[src/rtl/bru_pkg.sv]
// Shared constants for the execute-stage branch resolve unit:
// branch funct3 encodings, FSM state type and PC increment.
package bru_pkg;

    localparam logic [2:0] BEQ  = 3'b000;
    localparam logic [2:0] BNE  = 3'b001;
    localparam logic [2:0] BLT  = 3'b100;
    localparam logic [2:0] BGE  = 3'b101;
    localparam logic [2:0] BLTU = 3'b110;
    localparam logic [2:0] BGEU = 3'b111;

    typedef enum logic [0:0] {
        IDLE     = 1'b0,
        REDIRECT = 1'b1
    } bru_state_e;

    localparam int unsigned PC_INC = 4;

endpackage

[src/rtl/branch_cond_decode.sv]
// Combinational branch condition decode: funct3 plus comparator flags
// give the taken decision and the unsigned-compare select.
module branch_cond_decode
    import bru_pkg::*;
(
    input  logic [2:0] funct3,
    input  logic       BrLt,
    input  logic       BrEq,
    output logic       taken,
    output logic       BrUn
);

    assign BrUn = (funct3 == BLTU) || (funct3 == BGEU);

    always_comb begin
        taken = 1'b0;
        case (funct3)
            BEQ:         taken = BrEq;
            BNE:         taken = ~BrEq;
            BLT, BLTU:   taken = BrLt;
            BGE, BGEU:   taken = ~BrLt;
            // 010/011 are illegal encodings and never branch
            default:     taken = 1'b0;
        endcase
    end

endmodule

[src/rtl/branch_resolve_unit.sv]
// Execute-stage branch resolution for an always-taken predictor; issues a
// registered redirect and flush on mispredict. Optional counters: BRU_PERF_EN.
module branch_resolve_unit
    import bru_pkg::*;
#(
    parameter int Width = 32
) (
    input  logic             clk_i,
    input  logic             rst_ni,
    input  logic             ex_valid_i,
    input  logic             stall_i,
    input  logic             is_branch_i,
    input  logic             is_jal_i,
    input  logic             is_jalr_i,
    input  logic [2:0]       funct3_i,
    input  logic [Width-1:0] pc_i,
    input  logic [Width-1:0] imm_i,
    input  logic [Width-1:0] rs1_i,
    input  logic             BrLt_i,
    input  logic             BrEq_i,
    output logic             BrUn_o,
    output logic             redirect_valid_o,
    output logic [Width-1:0] redirect_pc_o,
    input  logic             redirect_ready_i,
    output logic             flush_o,
    output logic [31:0]      br_cnt_o,
    output logic [31:0]      mispred_cnt_o
);

    bru_state_e       state_q;
    logic [Width-1:0] redirect_pc_q;
    logic [Width-1:0] target;
    logic             taken;
    logic             resolve;
    logic             mispred;
    logic             unused_jal;

    // JAL is predicted taken at fetch and never needs correcting here
    assign unused_jal = is_jal_i;

    branch_cond_decode u_cond (
        .funct3 (funct3_i),
        .BrLt   (BrLt_i),
        .BrEq   (BrEq_i),
        .taken  (taken),
        .BrUn   (BrUn_o)
    );

    assign resolve = ex_valid_i & ~stall_i & (state_q == IDLE);
    assign mispred = resolve & (is_jalr_i | (is_branch_i & ~taken));
    assign target  = is_jalr_i ? ((rs1_i + imm_i) & ~Width'(1))
                               : (pc_i + Width'(PC_INC));

    always_ff @(posedge clk_i) begin
        if (!rst_ni) begin
            state_q       <= IDLE;
            redirect_pc_q <= '0;
        end else begin
            case (state_q)
                IDLE: begin
                    if (mispred) begin
                        state_q       <= REDIRECT;
                        redirect_pc_q <= target;
                    end
                end
                REDIRECT: begin
                    if (redirect_ready_i) state_q <= IDLE;
                end
                default: state_q <= IDLE;
            endcase
        end
    end

    assign redirect_valid_o = (state_q == REDIRECT);
    assign flush_o          = (state_q == REDIRECT);
    assign redirect_pc_o    = redirect_pc_q;

`ifdef BRU_PERF_EN
    logic [31:0] br_cnt_q;
    logic [31:0] mispred_cnt_q;

    always_ff @(posedge clk_i) begin
        if (!rst_ni) begin
            br_cnt_q      <= '0;
            mispred_cnt_q <= '0;
        end else begin
            if (resolve & is_branch_i) br_cnt_q <= br_cnt_q + 32'd1;
            if (mispred)               mispred_cnt_q <= mispred_cnt_q + 32'd1;
        end
    end

    assign br_cnt_o      = br_cnt_q;
    assign mispred_cnt_o = mispred_cnt_q;
`else
    assign br_cnt_o      = '0;
    assign mispred_cnt_o = '0;
`endif

endmodule

[config.mk]
export PLATFORM = sky130hd
export DESIGN_NAME = branch_resolve_unit
export DESIGN_NICKNAME = d
export VERILOG_FILES = /design/src/rtl/bru_pkg.sv /design/src/rtl/branch_cond_decode.sv /design/src/rtl/branch_resolve_unit.sv
export SDC_FILE = /design/constraint.sdc
export NUM_CORES = 1
export LEC_CHECK = 0
export BUFFER_PORTS_ARGS = -buffer_cell sky130_fd_sc_hd__buf_2
export CORE_ASPECT_RATIO = 1.2
export CORE_MARGIN = 1.5
export CORE_UTILIZATION = 51
export DETAILED_ROUTE_END_ITERATION = 8
export GPL_TIMING_DRIVEN = 0
export HOLD_SLACK_MARGIN = 0.12
export PLACE_DENSITY = 0.9
export RECOVER_POWER = 25
export SLEW_MARGIN = 20
export SYNTH_ARGS = -nofsm -noshare
export SYNTH_HDL_FRONTEND = slang
export SYNTH_SLANG_ARGS = --single-unit
[constraint.sdc]
create_clock -name clk_i -period 4 [get_ports clk_i]
set_clock_uncertainty 0.1 [all_clocks]
set_input_delay 0 -clock clk_i [delete_from_list [all_inputs] [get_ports clk_i]]
set_output_delay 0 -clock clk_i [all_outputs]
set_load 0.02 [all_outputs]
==> results of run 1 <==
## worst min-delay path, delay by kind of cell
kind	cells	cell delay (ns)
buffers and inverters	1	0.11
AND/OR/NAND/NOR	2	0.13
AO/OA/AOI/OAI	2	0.16
XOR/XNOR	1	0.07
## Yosys cell counts, drive strengths merged, types with 2 or more instances
library cell	number	share of area (%)
a22o	2	0.43
o211a	6	1.5
buf	67	12
and2	6	0.92
a21o	12	2.2
nand4	9	1.4
mux2i	4	0.98
o21a	2	0.37
a31oi	6	1.3
nand3	15	1.8
xor2	26	5.6
and4	2	0.43
a311oi	2	0.43
o21ai	28	3.5
o21bai	2	0.46
inv	7	0.65
clkbuf	20	1.8
nor2	34	3.1
o31ai	2	0.71
ha	31	9.5
xnor2	29	6.2
nand3b	3	0.55
o221ai	2	0.43
or3	2	0.31
nand2	54	5.0
and3	8	1.2
dfxtp	33	16
o211ai	11	2.0
nand2b	6	0.92
a211oi	9	1.7
or2	2	0.31
a21boi	9	1.7
nor2b	13	2.0
nor3	4	0.49
a21oi	51	7.1
## worst paths after layout
check | start | end
hold reg to reg | redirect_pc_o[2]$_SDFFE_PN0P_ | redirect_pc_o[2]$_SDFFE_PN0P_
hold / removal | pc_i[16] | redirect_pc_o[16]$_SDFFE_PN0P_
setup / recovery | imm_i[0] | redirect_pc_o[20]$_SDFFE_PN0P_
setup reg to reg | flush_o$_SDFF_PN0_ | redirect_pc_o[29]$_SDFFE_PN0P_
## area by class of cell
cell class	count	area (sq um)
flip-flops and latches	33	660.6
well taps	92	115.1
clock inverters	2	10.01
multi-input cells	470	3048
inverters	7	26.28
fillers	656	2323
plain buffers	87	571.8
clock buffers	6	72.57
repair buffers	160	879.6
## routing by layer
metal | share of wire (%) | vias to the layer above | GRT usage [%]
li1 | - | 2231 | -
met1 | 39 | 1998 | 28.63
met2 | 50 | 197 | 49.51
met3 | 7.1 | 33 | 3.358
met4 | 3.8 | 0 | 10.79
met5 | 0 | - | 0
## logic make-up after synthesis
family,Yosys count,share of synthesized area [%]
other,1,0.09213
buffers and inverters,94,14.69
multiplexers,5,1.260
AO/OA/AOI/OAI,154,26.90
adder cells (fa/ha/maj),32,10.02
flip-flops,33,16.23
XOR/XNOR,55,11.84
AND/OR/NAND/NOR,160,18.97
## repair_timing
item / in CTS / in global routing
hold buffers: 20 / 0
resized for setup: 0 / 0
endpoints found under the hold margin: 19 / 0
## per-stage QoR
step	total power, mW	hold WS (ns)	cells	setup slack [ns]
6_report	1.234	0.1172	857	1.120
2_1_floorplan	0.8024	0.07108	597	1.539
3_5_place_dp	0.9662	0.1834	829	1.062
3_3_place_gp	0.9526	0.1787	829	1.081
4_1_cts	1.227	0.1257	857	1.147
5_1_grt	1.309	0.1376	857	0.9132
## state kept, by name, summed over array words and instances, names as in the netlist
name and cells:
redirect_pc_o 32, flush_o 1
## power by group
| part | internal (mW) | switching [mW] |
|---|---|---|
| sequential | 0.349 | 0.0114 |
| combinational | 0.263 | 0.361 |
| clock | 0.121 | 0.130 |
| total | 0.732 | 0.502 |
==> results.txt, run 1 <==
- In the global route stage, overall resource usage came out at 25.93%.
* Instance area at placement: 0.005122 sq mm
- Post-CTS setup buffers: 0
* VDD IR-drop max: 151.8 uV
- Num CTS Buffers: 5
- The pre-antenna-repair detailed-routing pass consisted of 4 iterations.
* Iteration-0 DRC Markers: 221
* Final non-filler cell area: 0.005384 sq mm
- Drc violations: 0
- 0 antenna diodes ended up in the layout.
- Critical Path Source Type: input port
* Highest-count cells in the layout ignoring fill and taps: sky130_fd_sc_hd__buf_2 (124), sky130_fd_sc_hd__buf_4 (65), sky130_fd_sc_hd__conb_1 (64)
* Fmax: 347.3 MHz
* Layout net count: 905
* Share of the yosys chip area belonging to registers: 16.23%
* Clk sinks: 33
- A synthesized cell averages 7.622 sq um.
* Number of warnings reported in the yosys synthesis log: 0
* Async set or reset register ratio after synthesis: 0%
* Residual overflow from global routing: 0
* CTS tree: built
- Compared with the post-synthesis result, the final layout area differs by 32.28%.
- Synth cell types: 61
* Die Span Y: 100.9 um
* Total count of hold-check failures in the final report: 0
- Aggregate routed wire length: 11.77 mm
- Counting cells, the worst reg-to-reg path comes to 6.
- Detailed placement finished with a half-perimeter wire length of 9.353 mm.
* Max Root-Sink Buffers: 2
- The library cell used most frequently in the layout, excluding fill and tap cells, is sky130_fd_sc_hd__buf_2.
* Effective utilization at floorplan: 52.81%
- Slew at the pin closest to its max-slew limit: 0.6010 ns
- The region available for standard cell placement spans 0.007707 sq mm.
- At the end of routability-driven placement, the weighted congestion stood at 0.9149.
- Adding up every negative setup slack in the final design gives 0 ns.
- 208 I/O pins were placed.
* Leading register cell type out of synthesis: sky130_fd_sc_hd__dfxtp_1
* Arr. time, crit path: 2.95 ns
- Dividing the detail-routed wire length by the instance count gives 13.73 um.
* Cell at the root of the clock tree: sky130_fd_sc_hd__clkbuf_8
- IO buf count: 140
- The first global-routing pass estimated 18.06 mm of wire.
* Worst reg2reg setup slack: 1.46 ns
* Routed vias: 4459
* Width of the die: 84.55 um
- Flip-flop and latch count after synthesis: 33
- Synthesis produced 534 cells.
- Via density: 5.203
- Worst-skew pair later-pin latency: 0.28 ns
- Once layout is complete, the utilization of the core stands at 69.85%.
* Setup crit end kind: flip-flop
- The final count of pins violating max slew was 0.
- Worst endpoint required time: 4.07 ns
* Tightest slew margin relative to the limit: 59.93%
- The path class of the tightest hold or removal check is in -> reg.
* Cell Chain, Critical Path: buf_2, and2_1, fa_1, a21oi_1, o211ai_1, nand4_1, a21oi_1, o21a_1, or2_1, a21oi_1, xor2_1, a221oi_1, dlygate4sd3_1
* Largest net degree at the start of global routing: 11
- Class of the most critical setup path: in -> reg
- The via count of the first global-routing pass is 4092.
* Power per standard cell area: 229.2 mW/mm^2
- Result of the run: complete, no violations
- The die covers 0.008528 sq mm.
* Leakage component of the power: 2.701 nW
- Standard cell with the maximum stage delay on the critical path: sky130_fd_sc_hd__dlygate4sd3_1
- After floorplanning, the core was divided into 35 placement rows.
- Delay contributed by the slowest stage of the critical path: 0.59 ns
- Setup violations remaining at the end of the flow were counted as 0.
- In this run the remaining antenna-violating nets after routing total 0.
- Along the worst path, the maximum fanout reaches 3.
* Bufs and invs on worst path: 2
- Number of cells on the worst hold path: 6
* Antenna violations before repair: 0
- On the critical path the largest part of the delay comes from compound AO/OA/AOI/OAI gates.
- Depth of the CTS H-tree: 2
- Counting flops with a built-in enable in the synthesized netlist gives 0.
- Among the stages of the critical path, the cell type that occurs most often is sky130_fd_sc_hd__a21oi_1.
- Cell area after synthesis: 0.004070 sq mm
- MaxCap Viol Count: 0
- The worst path in the final design needs a cycle of 2.880 ns, including I/O delays and setup.
- Clock-pin slew was measured on the worst setup and hold paths at 0.08 ns.
* Fraction of final layout cells sized beyond drive strength 1: 27.58%
* Logic depth of the worst setup path including buffers: 13
- Setup repair after global routing left no endpoint under its margin.
- Share of the cycle needed by the critical path after routing: 71.99%
No activity file was read; power rests on OpenSTA's default activity.
==> inputs of run 2 (changes only) <==
--- a/config.mk
+++ b/config.mk
@@ -5,14 +5,15 @@
 export SDC_FILE = /design/constraint.sdc
 export NUM_CORES = 1
 export LEC_CHECK = 0
+export ABC_AREA = 1
 export BUFFER_PORTS_ARGS = -buffer_cell sky130_fd_sc_hd__buf_2
 export CORE_ASPECT_RATIO = 1.2
 export CORE_MARGIN = 1.5
-export CORE_UTILIZATION = 51
+export CORE_UTILIZATION = 49
 export DETAILED_ROUTE_END_ITERATION = 8
 export GPL_TIMING_DRIVEN = 0
 export HOLD_SLACK_MARGIN = 0.12
-export PLACE_DENSITY = 0.9
+export PLACE_DENSITY = 0.84
 export RECOVER_POWER = 25
 export SLEW_MARGIN = 20
 export SYNTH_ARGS = -nofsm -noshare
==> constraint.sdc (replaced) <==
create_clock -name clk_i -period 2.7 [get_ports clk_i]
set_clock_uncertainty 0.1 [all_clocks]
set_input_delay 0 -clock clk_i [delete_from_list [all_inputs] [get_ports clk_i]]
set_output_delay 0 -clock clk_i [all_outputs]
set_load 0.02 [all_outputs]
==> run 2 against run 1 <==
Wire length up 35%. Utilization down 2.9 points. Clock-buffer cell count up 1. Area after synthesis up 17%. Die area up 21%. Non-clock buffer count up 9. Total power up 75%. Clock power up 140%. Sequential cell count unchanged. Setup slack worse by 0.88 ns. Final cell count up 40%. Global-route usage up 4.4 points. Critical endpoint is now redirect_pc_o[4]$_SDFFE_PN0P_. Largest power group unchanged. Highest routed layer unchanged.
==> results.txt, run 2 <==
- The library cell used most frequently in the layout, excluding fill and tap cells, is sky130_fd_sc_hd__nand2_1.
* Worst-skew pair later-pin latency: 0.28 ns (about the same)
* Post-CTS setup buffers: 0 (unchanged)
* Worst reg2reg setup slack: 0.24 ns (-1.22 ns)
- The maximum number of pins on one net before global-route repair was 11 (unchanged).
- The buffer depth of the longest clock path came to 2 (unchanged).
* Cell Chain, Critical Path: nor3b_1, nand2_4, a221oi_1, dlygate4sd3_1, nor2_1, dlygate4sd3_1
* Post-Place Cells: 1155 (+39%)
- The post-DP HPWL came to 12.92 mm (+38%).
- Timing would allow up to 406.3 MHz.
- Setup crit end kind: flip-flop
- The maximum fanout along the worst path came to 10 (+7).
* Total die area: 0.01032 sq mm (+21%)
- Endpoint of the worst-slack reg-to-reg timing path: redirect_pc_o[4]$_SDFFE_PN0P_
- Class of the tightest hold or removal check: in -> reg
* Routed vias: 5956 (+34%)
- The average vias per placed instance came to 4.972 (-4.4%).
- Antenna violations before repair: 0 (unchanged)
- Cells after Synth: 829 (+55%)
- The total negative setup slack is 0 ns (unchanged).
- Max FFs per register: 32 (unchanged)
- Leading area contributor after synthesis: sky130_fd_sc_hd__nand2_1
* Effective utilization at floorplan: 50.29% (-2.5 points)
- The number of inserted diodes was 0 (unchanged).
- The number of fillers in the final layout was 951 (+45%).
* Library cell with the highest instance count after synthesis: sky130_fd_sc_hd__nand2_1
- Post-synthesis adder-cell area fraction: 8.568% (-1.5 points)
- Total count of max-transition violations in the final report: 0 (unchanged)
- Register-to-Register Path Depth: 6 (unchanged)
* Tightest slew margin relative to the limit: 56.32% (-3.6 points)
- Width of the die: 92.98 um (+10%)
- Depth of the CTS H-tree: 2 (unchanged)
- Die Span Y: 111.0 um (+10%)
- Delay contributed by the slowest stage of the critical path: 0.59 ns (about the same)
* PnR worst setup slack: 0.2387 ns (-0.8818 ns)
- Setup repair after global routing left no endpoint under its margin.
- The setup slack at placement was 0.8074 ns (-0.2542 ns).
* Final non-filler cell total: 1198 (+40%)
- Number of flops mapped to enable cells by yosys: 0 (unchanged)
* Synth cell types: 36 (-41%)
* Residual overflow from global routing: 0 (unchanged)
* Drc violations: 0 (unchanged)
- Highest-count cells in the layout ignoring fill and taps: sky130_fd_sc_hd__nand2_1 (239), sky130_fd_sc_hd__buf_2 (125), sky130_fd_sc_hd__inv_1 (96)
- The total of warnings raised by yosys came to 0 (unchanged).
- The post-synthesis share of cell area spent on and, or, nand and nor gates is 36.69% (+18 points).
* Time the final worst path needs with I/O delays and setup: 2.461 ns
* Average instance area after synthesis: 5.743 sq um (-25%)
- For this design, the slowest cell found on the critical path is sky130_fd_sc_hd__dlygate4sd3_1.
- Source of the critical timing path: flush_o$_SDFF_PN0_
- The first-pass GRT wire length came to 25.19 mm (+39%).
- The number of clock buffers inserted by TritonCTS was 5 (unchanged).
* Combinational family with the most area after synthesis: simple AND/OR/NAND/NOR gates
* Share of the yosys chip area belonging to registers: 13.88% (-2.4 points)
* Instance area at placement: 0.005852 sq mm (+14%)
- The final wirelength was 15.83 mm (+35%).
- Most frequent cells after synthesis: sky130_fd_sc_hd__nand2_1 (239), sky130_fd_sc_hd__inv_1 (96), sky130_fd_sc_hd__a21oi_1 (82)
- Routed len/inst: 13.21 um (-3.8%)
- Layout net count: 1215 (+34%)
- The number of failing setup endpoints in the final timing report came to 0 (unchanged).
* Arr. time, crit path: 2.53 ns (-0.42 ns)
* Number of global-route vias before repair: 5438 (+33%)
- The most used flip-flop cell after synthesis is sky130_fd_sc_hd__dfxtp_1.
* Async set or reset register ratio after synthesis: 0% (unchanged)
- The ratio of cells with drive above 1 in the final layout is 19.72% (-7.9 points).
* Clk sinks: 33 (unchanged)
- Signed area change from the synthesized netlist to the final layout: 33.14%
- Area of the core: 0.009467 sq mm (+23%)
* Post-synth top area share: 18.84% (+2.6 points)
- After layout, the worst path uses 91.16% of the clock period.
- The number of rows in the core area came to 39 (+11%).
- The detailed router's first-iteration violation count came to 323 (+46%).
- Capture point of the worst path: redirect_pc_o[4]$_SDFFE_PN0P_
* Fin util: 66.96% (-2.9 points)
* Worst reg2reg startpoint: flush_o$_SDFF_PN0_
* Dominant cell type by count on the critical path: sky130_fd_sc_hd__dlygate4sd3_1
- CTS placed an instance of sky130_fd_sc_hd__clkbuf_16 at the clock tree root.
* Result of the run: complete, no violations
* Clock-pin slew of the registers on the worst-case setup and hold paths: 0.05 ns (-0.03 ns)
- The complex-gate fraction of the synthesized area came to 16.50% (-10 points).
- The leakage dissipation came to 3.561 nW (+32%).
- The worst hold slack was 0.1198 ns (+0.002578 ns).
- Cell area after synthesis: 0.004761 sq mm (+17%)
- The power density relative to cell area was 340.0 mW/mm^2 (+48%).
- Number of nets still failing antenna checks after routing: 0 (unchanged)
* Top post-synthesis cells by area: sky130_fd_sc_hd__nand2_1 (19%), sky130_fd_sc_hd__dfxtp_1 (14%), sky130_fd_sc_hd__buf_4 (10%), sky130_fd_sc_hd__a21oi_1 (8.6%), sky130_fd_sc_hd__ha_1 (8.1%)
* Worst endpoint required time: 2.77 ns (-1.30 ns)
- GP Congestion: 0.9522 (+4.1%)
- The worst setup path is launched from a flip-flop.
- The flop and latch count out of synthesis came to 33 (unchanged).
* Slew at the pin closest to its max-slew limit: 0.6552 ns (+0.05414 ns)
* Io pins: 208 (unchanged)
* Class of the most critical setup path: reg -> reg
- The fraction of synthesized cell area in xor and xnor cells is 4.415% (-7.4 points).
* Final non-filler cell area: 0.006339 sq mm (+18%)
- The number of buffers added on ports was 140 (unchanged).
- The count of max-cap constraint violations came to 0 (unchanged).
- DR pass1 iterations: 5 (+1)
- Total count of hold-check failures in the final report: 0 (unchanged)
- Mux cell area share after synthesis: 0% (-1.3 points)
* # resized after CTS: 0 (unchanged)
* Power, Total: 2.155 mW (+75%)
* CTS tree: built
- The combined global-route utilization of all metal layers was 30.34% (+4.4 points).
- VDD IR-drop max: 205.1 uV (+35%)
## run 2: cell types whose count changed in the layout (fill, tap and decap cells not counted), sizes merged, moves of 10 or more
cell         delta
xor2           -10
o21ai          +18
a21o           -10
nor2b          -13
nand3          +35
nor3           +16
inv            +91
nor2           +34
a21oi          +32
xnor2          -21
dlygate4sd3    +15
nand2         +187
o211ai         -11
## run 2: what timing repair did
item | 4_1_cts | 5_1_grt
endpoints found under the setup margin | 0 | 0
hold buffers | 35 | 0
endpoints found under the hold margin | 31 | 0
## run 2: power breakdown
part	leakage, nW	total [mW]	internal [mW]	switching, mW
sequential	0.270	0.539	0.520	0.0194
clock	0.0799	0.594	0.390	0.204
combinational	3.21	1.02	0.396	0.626
## run 2: cell type report
type | count | area [sq um] | area share (%)
multi-input combinational | 679 | 3391 | 53.49
timing repair buffer | 175 | 1030 | 16.25
sequential | 33 | 660.6 | 10.42
buffer | 81 | 573.1 | 9.041
inverter | 99 | 372.9 | 5.882
tap | 123 | 153.9 | 2.428
clock buffer | 7 | 152.6 | 2.408
clock inverter | 1 | 5.005 | 0.07896
## run 2: layer usage
metal	share of wire [%]	wire length [um]	track usage (%)
met5	0	0	0
met4	2.6	414	12.22
met3	7.1	1122	2.263
met2	49	7826	55.13
met1	41	6466	36.12
## run 2: worst max-delay path: cells and delay by family (launching register included)
kind            cells  cell delay (ns)
simple gates        3             0.55
flops               1             0.33
buf+inv             2             1.14
compound gates      1             0.22
## run 2: worst min path at each step
| stage | from | endpoint | slack (ns) | cells after the start |
|---|---|---|---|---|
| floorplan | funct3_i[2] | BrUn_o | 0.02 | 2 |
| global placement | redirect_ready_i | flush_o$_SDFF_PN0_ | 0.15 | 4 |
| detailed placement | redirect_ready_i | flush_o$_SDFF_PN0_ | 0.16 | 4 |
| CTS | pc_i[15] | redirect_pc_o[15]$_SDFFE_PN0P_ | 0.12 | 5 |
| global route | pc_i[15] | redirect_pc_o[15]$_SDFFE_PN0P_ | 0.14 | 5 |
| finish | rs1_i[5] | redirect_pc_o[5]$_SDFFE_PN0P_ | 0.12 | 5 |
## run 2: cell families (layout without fill, tap and decap cells)
group | count (synthesis) | after routing
simple gates | 411 | 411
buf+inv | 180 | 363
compound gates | 148 | 148
flops | 33 | 33
fa+ha+maj | 32 | 32
xor+xnor | 24 | 24
other cells | 1 | 64
==> inputs of run 3 (changes only) <==
--- a/config.mk
+++ b/config.mk
@@ -14,7 +14,7 @@
 export GPL_TIMING_DRIVEN = 0
 export HOLD_SLACK_MARGIN = 0.12
 export PLACE_DENSITY = 0.84
-export RECOVER_POWER = 25
+export RECOVER_POWER = 50
 export SLEW_MARGIN = 20
 export SYNTH_ARGS = -nofsm -noshare
 export SYNTH_HDL_FRONTEND = slang
==> run 3 against run 2 <==
Wire length up 0.15%. Utilization shrank 0.22 points. Maximum frequency down 1.1%. Die area unchanged. First-iteration DRC count rose by 6.5%. Critical path type unchanged. Highest routed layer unchanged.
==> results.txt, run 3 (synthesis gave the netlist of run 2 again) <==
- Half-perimeter wire length of the detailed placement result: 12.92 mm (unchanged)
- The average vias per placed instance is 4.979 (+0.15%).
- Cell at the root of the clock tree: sky130_fd_sc_hd__clkbuf_16
- Post-CTS setup buffers: 0 (unchanged)
- The maximum fanout along the worst path is 10 (unchanged).
- The buffer depth of the longest clock path came to 2 (unchanged).
* Clock-pin slew of the registers on the worst-case setup and hold paths: 0.06 ns (about the same)
- The standard cell area after detailed placement is 0.005852 sq mm (unchanged).
* Antenna violations before repair: 0 (unchanged)
- Residual overflow from global routing: 0 (unchanged)
- Setup crit end kind: flip-flop
* Tightest slew margin relative to the limit: 55.48% (-0.84 points)
* Standard cell with the maximum stage delay on the critical path: sky130_fd_sc_hd__dlygate4sd3_1
- Signed area change from the synthesized netlist to the final layout: 32.69%
- The number of failing setup endpoints in the final timing report came to 0 (unchanged).
- The placed instance count was 1155 (unchanged).
- Delay contributed by the slowest stage of the critical path: 0.60 ns (about the same)
- Final non-filler cell total: 1198 (unchanged)
* Routed len/inst: 13.23 um (+0.15%)
* Worst endpoint required time: 2.77 ns (about the same)
- Fraction of final layout cells sized beyond drive strength 1: 18.14% (-1.6 points)
* Aggregate routed wire length: 15.85 mm (+0.15%)
- The maximum clock frequency came to 402.0 MHz (-1.1%).
* Worst slack at placement: 0.8074 ns (unchanged)
- The library cell used most frequently in the layout, excluding fill and tap cells, is sky130_fd_sc_hd__nand2_1.
* IO buf count: 140 (unchanged)
- Power, Total: 2.158 mW (+0.12%)
- The die span in y was 111.0 um (unchanged).
* Time the final worst path needs with I/O delays and setup: 2.488 ns (+0.02645 ns)
- The highest ir drop seen on vdd is 208.6 uV (+1.7%).
* Max FFs per register: 32 (unchanged)
- The leakage dissipation was 3.492 nW (-1.9%).
- The deepest level of the CTS H-tree was 2 (unchanged).
* Layout net count: 1215 (unchanged)
* Highest-count cells in the layout ignoring fill and taps: sky130_fd_sc_hd__nand2_1 (239), sky130_fd_sc_hd__buf_2 (108), sky130_fd_sc_hd__inv_1 (96)
- The transition time at the pin with the least slew margin is 0.6679 ns (+0.01267 ns).
- The final count of pins violating max slew came to 0 (unchanged).
* Core Rows: 39 (unchanged)
- Effective utilization at floorplan: 50.29% (unchanged)
* Total die area: 0.01032 sq mm (unchanged)
- The weighted congestion reported at the end of routability-driven placement came to 0.9522 (unchanged).
- The overall via count from detail_route is 5965 (+0.15%).
* Number of global-route vias before repair: 5438 (unchanged)
- The number of detailed-route iterations in the first pass was 5 (unchanged).
- The combined flip-flop and latch cell area came to 660.6 sq um (unchanged).
- The critical path is of the reg -> reg type.
- Power per standard cell area: 341.6 mW/mm^2 (+0.46%)
* Width of the die: 92.98 um (unchanged)
* CTS tree: built
- The run finished with clean final reports.
- Area used by multi-input combinational logic: 0.003391 sq mm (unchanged)
- Worst-skew pair later-pin latency: 0.28 ns (about the same)
- Io pins: 208 (unchanged)
- The number of fillers in the final layout is 967 (+1.7%).
* Critical Path Source Type: flip-flop
- Largest net degree at the start of global routing: 11 (unchanged)
* Aggregate negative setup slack: 0 ns (unchanged)
- The number of inserted diodes came to 0 (unchanged).
* Unrepaired setup endpoints after global routing: false
* Number of nets still failing antenna checks after routing: 0 (unchanged)
* Iteration-0 DRC Markers: 344 (+6.5%)
- MaxCap Viol Count: 0 (unchanged)
* Arr. time, crit path: 2.55 ns (+0.02 ns)
- The hold violation total from the final report came to 0 (unchanged).
- The detailed-route DRC error count was 0 (unchanged).
* First-pass GRT wire length: 25.19 mm (unchanged)
- Cell Chain, Critical Path: nor3b_1, nand2_4, a221oi_1, dlygate4sd3_1, nor2_1, dlygate4sd3_1
- Class of the tightest hold or removal check: in -> reg
* Total routing usage reported by global routing: 30.34% (unchanged)
- The area of the core region came to 0.009467 sq mm (unchanged).
* Dominant cell type by count on the critical path: sky130_fd_sc_hd__dlygate4sd3_1
- Clk sinks: 33 (unchanged)
- The smallest setup slack after layout was 0.2122 ns (-0.02645 ns).
- Share of the cycle needed by the critical path after routing: 92.14% (+0.98 points)
- Num CTS Buffers: 5 (unchanged)
- Final non-filler cell area: 0.006317 sq mm (-0.34%)
## run 3: changes by cell type in the layout (fill, tap and decap cells not counted)
cell / change
sky130_fd_sc_hd__clkbuf_1: +17
sky130_fd_sc_hd__buf_2: -17
## run 3: power by group
part	internal, mW	switching [mW]	leakage, nW
clock network	0.390	0.210	0.0799
registers	0.520	0.0203	0.270
logic	0.391	0.627	3.14
total	1.30	0.856	3.49
## run 3: final cells by class
| cell class | count | share of cell area (%) |
|---|---|---|
| Clock inverter | 1 | 0.07922 |
| Inverter | 99 | 5.902 |
| Timing Repair Buffer | 175 | 15.96 |
| Multi-Input combinational cell | 679 | 53.67 |
| Tap cell | 123 | 2.436 |
| Clock buffer | 7 | 2.416 |
| Sequential cell | 33 | 10.46 |
| Buffer | 81 | 9.071 |
## run 3: what timing repair did
item / 4_1_cts / 5_1_grt
hold buffers: 35 / 0
gates resized for setup: 0 / 0
hold endpoints to repair: 31 / 0
## run 3: routing by layer
metal	global-route usage, %	up-vias	share of wire (%)
li1	-	3046	-
met1	36.12	2609	41
met2	55.13	277	49
met3	2.263	33	7.2
met4	12.22	0	2.9
met5	0	-	0
## run 3: final timing paths
path	startpoint	end	slack, ns	depth (start not counted)
worst max-delay path	flush_o$_SDFF_PN0_	redirect_pc_o[4]$_SDFFE_PN0P_	0.21	6
worst min-delay path	rs1_i[5]	redirect_pc_o[5]$_SDFFE_PN0P_	0.12	5
worst max register to register	flush_o$_SDFF_PN0_	redirect_pc_o[4]$_SDFFE_PN0P_	0.21	6
worst min register to register	redirect_pc_o[31]$_SDFFE_PN0P_	redirect_pc_o[31]$_SDFFE_PN0P_	0.38	2
## run 3: worst max-delay path, delay by kind of cell, from the launching register on
kind	cells	cell delay [ns]
AO/OA/AOI/OAI	1	0.24
buffers and inverters	2	1.15
flip-flops	1	0.33
AND/OR/NAND/NOR	3	0.55
## run 3: metrics by stage
step | hold WS (ns) | util, %
CTS | 0.1208 | 67.18
global placement | 0.1549 | 61.82
floorplan | 0.02230 | -
global route | 0.1433 | 66.73
detailed placement | 0.1567 | 61.82
finish | 0.1187 | 66.73
